==> src/rtl/ysyx_exu_csr_seq.sv <==
// ysyx_exu_csr_seq: sequences one CSR/system micro-op through read, commit strobe and writeback/redirect response.
// Optional read-only CSR write trap enabled by defining YSYX_CSR_SEQ_ACCESS_CHECK_EN.
`ifndef YSYX_XLEN
`define YSYX_XLEN 32
`endif
module ysyx_exu_csr_seq #(
  parameter int XLEN = `YSYX_XLEN,
  parameter int R_W = 12,
  parameter int REG_W = 5
) (
  input  logic             clock,
  input  logic             reset,
  input  logic             in_valid,
  output logic             in_ready,
  input  logic [XLEN-1:0]  in_pc,
  input  logic [2:0]       in_funct3,
  input  logic [R_W-1:0]   in_csr_addr,
  input  logic [REG_W-1:0] in_rs1_idx,
  input  logic [XLEN-1:0]  in_rs1_val,
  input  logic [REG_W-1:0] in_rd,
  input  logic             in_ecall,
  input  logic             in_ebreak,
  input  logic             in_mret,
  input  logic             in_trap,
  input  logic [XLEN-1:0]  in_cause,
  input  logic [XLEN-1:0]  in_tval,
  input  logic             flush,
  output logic             csr_valid,
  output logic             csr_wen,
  output logic [R_W-1:0]   csr_waddr,
  output logic [R_W-1:0]   csr_raddr,
  output logic [XLEN-1:0]  csr_wdata,
  output logic [XLEN-1:0]  csr_pc,
  output logic             csr_ecall,
  output logic             csr_ebreak,
  output logic             csr_mret,
  output logic             csr_trap,
  output logic [XLEN-1:0]  csr_cause,
  output logic [XLEN-1:0]  csr_tval,
  input  logic [XLEN-1:0]  csr_rdata,
  input  logic [XLEN-1:0]  csr_mtvec,
  input  logic [XLEN-1:0]  csr_mepc,
  output logic             out_valid,
  input  logic             out_ready,
  output logic [REG_W-1:0] out_rd,
  output logic             out_rd_wen,
  output logic [XLEN-1:0]  out_rd_data,
  output logic             out_redirect,
  output logic [XLEN-1:0]  out_npc
);
  typedef enum logic [1:0] {IDLE, READ, COMMIT, RESP} state_t;
  state_t r_state, w_next;
  logic [XLEN-1:0] r_pc, r_rs1_val, r_cause, r_tval, r_old, r_npc;
  logic [2:0] r_funct3;
  logic [R_W-1:0] r_addr;
  logic [REG_W-1:0] r_rs1_idx, r_rd;
  logic r_ecall, r_ebreak, r_mret, r_trap, r_redirect, r_rd_wen;
  logic w_accept, w_commit, w_sys, w_csr, w_wen, w_fault;
  logic w_trap, w_ecall, w_ebreak, w_mret;
  logic [XLEN-1:0] w_src;
  assign w_accept = in_valid && in_ready && !flush;
  assign w_commit = r_state == COMMIT;
  // Fixed priority: trap > ecall > ebreak > mret > CSR op
  assign w_trap   = r_trap;
  assign w_ecall  = !r_trap && r_ecall;
  assign w_ebreak = !r_trap && !r_ecall && r_ebreak;
  assign w_mret   = !r_trap && !r_ecall && !r_ebreak && r_mret;
  assign w_sys    = r_trap || r_ecall || r_ebreak || r_mret;
  assign w_csr    = !w_sys && r_funct3[1:0] != 2'b00;
  assign w_wen    = w_csr && (r_funct3[1:0] == 2'b01 || r_rs1_idx != '0);
  assign w_src    = r_funct3[2] ? {{(XLEN-REG_W){1'b0}}, r_rs1_idx} : r_rs1_val;
`ifdef YSYX_CSR_SEQ_ACCESS_CHECK_EN
  assign w_fault  = w_wen && r_addr[R_W-1:R_W-2] == 2'b11;
`else
  assign w_fault  = 1'b0;
`endif
  assign in_ready     = r_state == IDLE;
  assign csr_valid    = w_commit && (w_sys || w_csr);
  assign csr_wen      = w_commit && w_wen && !w_fault;
  assign csr_ecall    = w_commit && w_ecall;
  assign csr_ebreak   = w_commit && w_ebreak;
  assign csr_mret     = w_commit && w_mret;
  assign csr_trap     = w_commit && (w_trap || w_fault);
  assign csr_cause    = !csr_trap ? '0 : w_fault ? XLEN'(2) : r_cause;
  assign csr_tval     = csr_trap && !w_fault ? r_tval : '0;
  assign csr_raddr    = r_addr;
  assign csr_waddr    = r_addr;
  assign csr_pc       = r_pc;
  assign csr_wdata    = r_funct3[1:0] == 2'b01 ? w_src :
                        r_funct3[1:0] == 2'b10 ? (r_old | w_src) : (r_old & ~w_src);
  assign out_valid    = r_state == RESP;
  assign out_rd       = r_rd;
  assign out_rd_wen   = r_rd_wen;
  assign out_rd_data  = r_old;
  assign out_redirect = r_redirect;
  assign out_npc      = r_npc;
  always_comb begin
    w_next = r_state;
    case (r_state)
      IDLE:    w_next = w_accept ? READ : IDLE;
      READ:    w_next = flush ? IDLE : COMMIT;
      COMMIT:  w_next = RESP;
      RESP:    w_next = out_ready ? IDLE : RESP;
      default: w_next = IDLE;
    endcase
  end
  always_ff @(posedge clock) begin
    if (reset) begin
      r_state    <= IDLE;
      r_pc       <= '0;
      r_rs1_val  <= '0;
      r_cause    <= '0;
      r_tval     <= '0;
      r_old      <= '0;
      r_npc      <= '0;
      r_funct3   <= '0;
      r_addr     <= '0;
      r_rs1_idx  <= '0;
      r_rd       <= '0;
      r_ecall    <= 1'b0;
      r_ebreak   <= 1'b0;
      r_mret     <= 1'b0;
      r_trap     <= 1'b0;
      r_redirect <= 1'b0;
      r_rd_wen   <= 1'b0;
    end else begin
      r_state <= w_next;
      if (w_accept) begin
        r_pc      <= in_pc;
        r_funct3  <= in_funct3;
        r_addr    <= in_csr_addr;
        r_rs1_idx <= in_rs1_idx;
        r_rs1_val <= in_rs1_val;
        r_rd      <= in_rd;
        r_ecall   <= in_ecall;
        r_ebreak  <= in_ebreak;
        r_mret    <= in_mret;
        r_trap    <= in_trap;
        r_cause   <= in_cause;
        r_tval    <= in_tval;
      end
      if (r_state == READ) r_old <= csr_rdata;
      // mtvec/mepc sampled before the CSR file applies this commit
      if (w_commit) begin
        r_redirect <= w_sys || w_fault;
        r_npc      <= w_mret ? csr_mepc : (w_sys || w_fault) ? csr_mtvec : r_pc + XLEN'(4);
        r_rd_wen   <= w_csr && !w_fault && r_rd != '0;
      end
    end
  end
endmodule
==> config.mk <==
export PLATFORM = sky130hd
export DESIGN_NAME = ysyx_exu_csr_seq
export DESIGN_NICKNAME = d
export VERILOG_FILES = /design/src/rtl/ysyx_exu_csr_seq.sv
export SDC_FILE = /design/constraint.sdc
export NUM_CORES = 1
export LEC_CHECK = 0
export ABC_AREA = 1
export BUFFER_PORTS_ARGS = -buffer_cell sky130_fd_sc_hd__clkbuf_2
export CAP_MARGIN = 5
export CORE_AREA = 3 3 187 189
export DETAILED_ROUTE_END_ITERATION = 12
export DIE_AREA = 0 0 190 192
export MAX_ROUTING_LAYER = met4
export PLACE_DENSITY = 0.58
export SYNTH_ARGS = -nofsm -noshare
export SYNTH_HDL_FRONTEND = slang
export SYNTH_SLANG_ARGS = --single-unit
==> constraint.sdc <==
create_clock -name clock -period 1.8 [get_ports clock]
set_input_delay 0.36 -clock clock [delete_from_list [all_inputs] [get_ports clock]]
set_output_delay 0.36 -clock clock [all_outputs]
set_load 0.005 [all_outputs]
After elaboration in Yosys (flattened, before gate mapping) --
Index checks and enable logic that the tools add are counted.
Word-level totals: flip-flop bits (word level) 225, bits in latches 0, bits in writable memories 0, bits in read-only memories 0, output and inout port bits 231, memories 0
Cells by class: $add $sub $neg 1, multiply operators 0, divide/modulo/power cells 0, $lt $le $gt $ge 0, eq/ne operators 5, shift-type cells 0, muxes and demuxes 11, bitwise gates (word level) 3, reductions and logical operators 30
Operators with widths (count):
- $mux W32 | 7
- $add A32 B3 Y32 const B | 1
- $and A32 B32 Y32 | 1
- $not A32 Y32 | 1
- $or A32 B32 Y32 | 1
- $logic_and A1 B1 Y1 | 16
- $reduce_bool A5 Y1 | 2
- $pmux W2 S4 | 1
- $eq A2 B2 Y1 const B | 3
- $logic_not A1 Y1 | 5
- $logic_or A1 B1 Y1 | 5
- $eq A2 B1 Y1 const B | 2
- $mux W2 | 2
- $logic_not A2 Y1 | 1
- $reduce_bool A2 Y1 | 1
- $mux W1 | 1

Longest topological paths before layout --
depth after elaboration 7, gate-level depth with buffers 10

Least setup slack after synthesis --
No wires, ideal clock.
path type flip-flop to output port, from reg r_state[1], to out csr_cause[10], arrival 1.183 ns, data required time 1.440 ns, path slack 0.257 ns, stages on the path, launching flop included 8, path buffers 1, cell sequence dfxtp_1 -> inv_2 -> nor2_4 -> inv_2 -> nor2_4 -> inv_2 -> buf_6 -> nor2_1
On the way: word-level cells in the longest chain between the ends 3
Ends and longest elaborated chain:
- start: declaration | RTL line 52 | state_t r_state, w_next;
- start signal: assignment | RTL line 127 | r_state <= w_next;
- $eq A2 B2 Y1 | RTL line 62 | assign w_commit = r_state == COMMIT;
- $logic_and A1 B1 Y1 | RTL line 83 | assign csr_trap = w_commit && (w_trap || w_fault);
- net csr_trap | RTL line 37 | output logic csr_trap,
- $mux W32 | RTL line 84 | assign csr_cause = !csr_trap ? '0 : w_fault ? XLEN'(2) : r_cause;
- end: declaration | RTL line 38 | output logic [XLEN-1:0] csr_cause,
The timed path passes the listed nets, and every way through them passes these cells.

Worst setup path in the final report --
from reg r_state[0], to out csr_cause[8]
On the way: word-level cells in the longest chain between the ends 3
Ends and longest elaborated chain (RTL line):
- $eq A2 B2 Y1 | 62
- $logic_and A1 B1 Y1 | 83
- $mux W32 | 84
Every way passes these cells.

==> impl_metrics.json <==
{
  "status": "finished, violations left",
  "violations": "negative setup slack",
  "hold_class": "in2reg",
  "synthTopCellsByCount": "337 x nor2_1, 233 x o21ai_0, 225 x dfxtp_1, 153 x nand2_1, 148 x a21oi_1",
  "ctsRootBufferMaster": "clkbuf_16",
  "finalPower_mw": 13.5,
  "fin_area_um2": 15200,
  "avgViaCountPerCell": 4.85,
  "min_period_over_period": 1.18,
  "hp-start": "csr_rdata[7]",
  "design.core.area_um2": 33400,
  "worstSkewPairLatency_ns": 0.53,
  "grt_pass1_wl_um": 66000,
  "grt_use_total": 0.238,
  "fin_crit_ns": 2.12,
  "setup.worst_path.end_class": "output port",
  "finClkSkew_ns": 0.0137,
  "worst_slew_pin_slew_ns": 0.523,
  "ff2ff_path_depth": 7,
  "start_util": 0.302,
  "yosysMostFrequentCell": "nor2_1",
  "critPathMaxFanout": 32,
  "crit_path_cell_trace": "nor2_4 -> inv_4 -> nor2_4 -> inv_4 -> buf_12 -> nor2_2 -> clkbuf_2",
  "timing.fmax_mhz": 472,
  "path_class": "reg2out",
  "synth_edf_count": 0,
  "postRouteAntennaNets": 0,
  "ys_seq_elements": 225,
  "cts_max_path_buffers": 3,
  "maxSlewViolCount": 0,
  "gr-usage-met1": 0.276,
  "critPathLaunchType": "flip-flop",
  "drc": 0,
  "rrSetupSlack_ns": 0.10,
  "cp_slowest_stage_delay_ns": 0.35,
  "holdPathEnd": "out_rd_data[7]",
  "routedWlPerCell_um": 18.2,
  "clockPowerShare": 0.406,
  "dr.pass1.iters": 5,
  "clkTransAtPathRegs_ns": 0.06,
  "htree_num_levels": 1,
  "power_frac_comb": 0.180,
  "drv_cap": 0,
  "synthCells": 1449,
  "synth_cell_types": 37,
  "r2r_end": "csr_pc[9]",
  "synth-main-ff-cell": "dfxtp_1",
  "cp_slowest_cell": "dfxtp_4",
  "setup-violations-final": 102,
  "yosys_warnings": 0,
  "switching_share": 0.284,
  "yosys-top-cells-area": "dfxtp_1 45%, nor2_1 13%, o21ai_0 12%, a21oi_1 7.3%, nand2_1 5.7%",
  "routed_wl_um": 44300,
  "synth_top_area_share": 0.446,
  "finalWorstSetupSlack_ns": -0.318,
  "grtUsageMet2": 0.393,
  "globalplace.congestion": 0.956,
  "use_met3": 0.0553,
  "r2r-start": "r_state[0]",
  "stdcell_count": 2435,
  "fin_tns_setup_ns": -26.74,
  "drive_above_1_share": 0.398,
  "slew_headroom": 0.648,
  "cts_buffers": 27,
  "syn_to_final_growth_pct": 50.7,
  "p_leak_nw": 6.77,
  "post-place-cells": 2349,
  "cts_hold_buf": 0,
  "antenna_found_initial": 9,
  "whs_path_depth": 3,
  "clkSinkCount": 225,
  "num_rows": 67,
  "p_seq_frac": 0.414,
  "layout.nets": 2218,
  "hold_viol_final": 0,
  "grt_overflow": 0,
  "synth_seq_area_share": 0.446,
  "die_h_um": 192,
  "power_density_nw_per_um2": 885,
  "grt_start_max_net_pins": 77,
  "io_pins": 489,
  "dp_hpwl_um": 32600,
  "grt_setup_unrepaired": "yes",
  "die_w_um": 190,
  "synth_largest_area_cell": "dfxtp_1",
  "intPower_mw": 9.64,
  "die-area_um2": 36500,
  "dp_slack_ns": -0.00790,
  "async_flop_share": 0,
  "dpl-instance-area_um2": 13200,
  "portBuffers": 488,
  "syn_area_um2": 10100,
  "vias": 11800,
  "worst_hold_slack_ns": 0.0581,
  "final_core_utilization": 0.455,
  "syn_avg_cell_area_um2": 6.96,
  "cts_tree": "yes",
  "busiest_layer": "met2",
  "worstPathArrival_ns": 1.76,
  "grt_pass1_vias": 11700,
  "drtIter0Drc": 558,
  "syn_nets": 1708,
  "p_sw_mw": 3.82,
  "ir_drop_uv": 613,
  "worstPathRequired_ns": 1.44
}
[power groups by stage]
stage	registers [mW]	clock network, mW	logic [mW]
floorplan	5.60	0	1.02
detailed placement	5.64	0	2.06
finish	5.57	5.47	2.43
CTS	5.55	5.62	2.37
global placement	5.64	0	2.05
global route	5.60	5.81	2.67
[critical path: cells and delay by family (launching register included)]
family | cells | cell delay (ns)
flip-flops | 1 | 0.35
AND/OR/NAND/NOR | 3 | 0.41
buffers and inverters | 4 | 0.43
[registers in the layout (all words and copies together), names as in the netlist]
name,cells
r_ebreak,1
out_npc,32
out_rd_wen,1
r_funct3,3
out_rd_data,32
r_state,2
r_trap,1
csr_raddr,12
r_rs1_idx,5
r_cause,32
csr_pc,32
r_ecall,1
r_tval,32
out_redirect,1
r_rs1_val,32
r_mret,1
out_rd,5
[how the worst max path moves through the flow]
stage | startpoint | end | cells past startpoint
after floorplan | r_state[1] | csr_cause[10] | 7
after global placement | r_state[0] | csr_ebreak | 5
after detailed placement | r_state[0] | csr_ebreak | 5
after CTS | r_state[0] | csr_cause[24] | 7
after global routing | r_state[0] | csr_tval[4] | 7
final | r_state[0] | csr_cause[8] | 7
[repair_timing]
action	4_1_cts	5_1_grt
pin swaps	11	11
setup buffers	15	10
endpoints found under the hold margin	0	0
cloned	8	1
endpoints found under the setup margin	102	118
gates resized for setup	152	105
[cells in the final DEF, fill, tap and decap left out, drive strengths merged, types with 2 or more instances in the layout]
cell type / synthesis / layout
dfxtp: 225 / 225
xor2: 3 / 3
and2: 2 / 2
a22oi: 27 / 27
o21ai: 233 / 233
a31oi: 3 / 3
clkinv: 2 / 9
nor4: 2 / 2
o211ai: 2 / 2
diode: 0 / 9
buf: 58 / 119
nand3: 65 / 65
inv: 117 / 117
clkbuf: 46 / 506
nor3: 2 / 2
nor2: 346 / 346
xnor2: 2 / 2
a21oi: 148 / 148
o221ai: 3 / 3
nand2: 156 / 156
[cells by family (layout without fill, tap and decap cells)]
group / Yosys count / in the layout / share of synthesized area
simple gates: 575 / 575 / 0.231
compound gates: 420 / 420 / 0.218
flops: 225 / 225 / 0.446
buf+inv: 223 / 752 / 0.0995
xor+xnor: 5 / 5 / 0.00434
fa+ha+maj: 1 / 1 / 0.00124
other cells: 0 / 9 / 0
[layer usage]
| layer | vias up | wire length (um) |
|---|---|---|
| li1 | 5757 | - |
| met3 | 98 | 3520 |
| met1 | 5434 | 17800 |
| met2 | 516 | 21200 |
| met5 | - | 0 |
| met4 | 0 | 1880 |
[final cells by class]
type	instances	area (um2)
clock buffer	40	825
fill	3452	18200
antenna	9	22.5
tap	448	561
sequential	225	4530
timing repair buffer	585	3490
clock inverter	8	68.8
inverter	119	477
multi-input combinational	1001	5240
No activity file was read; power rests on OpenSTA's default activity.
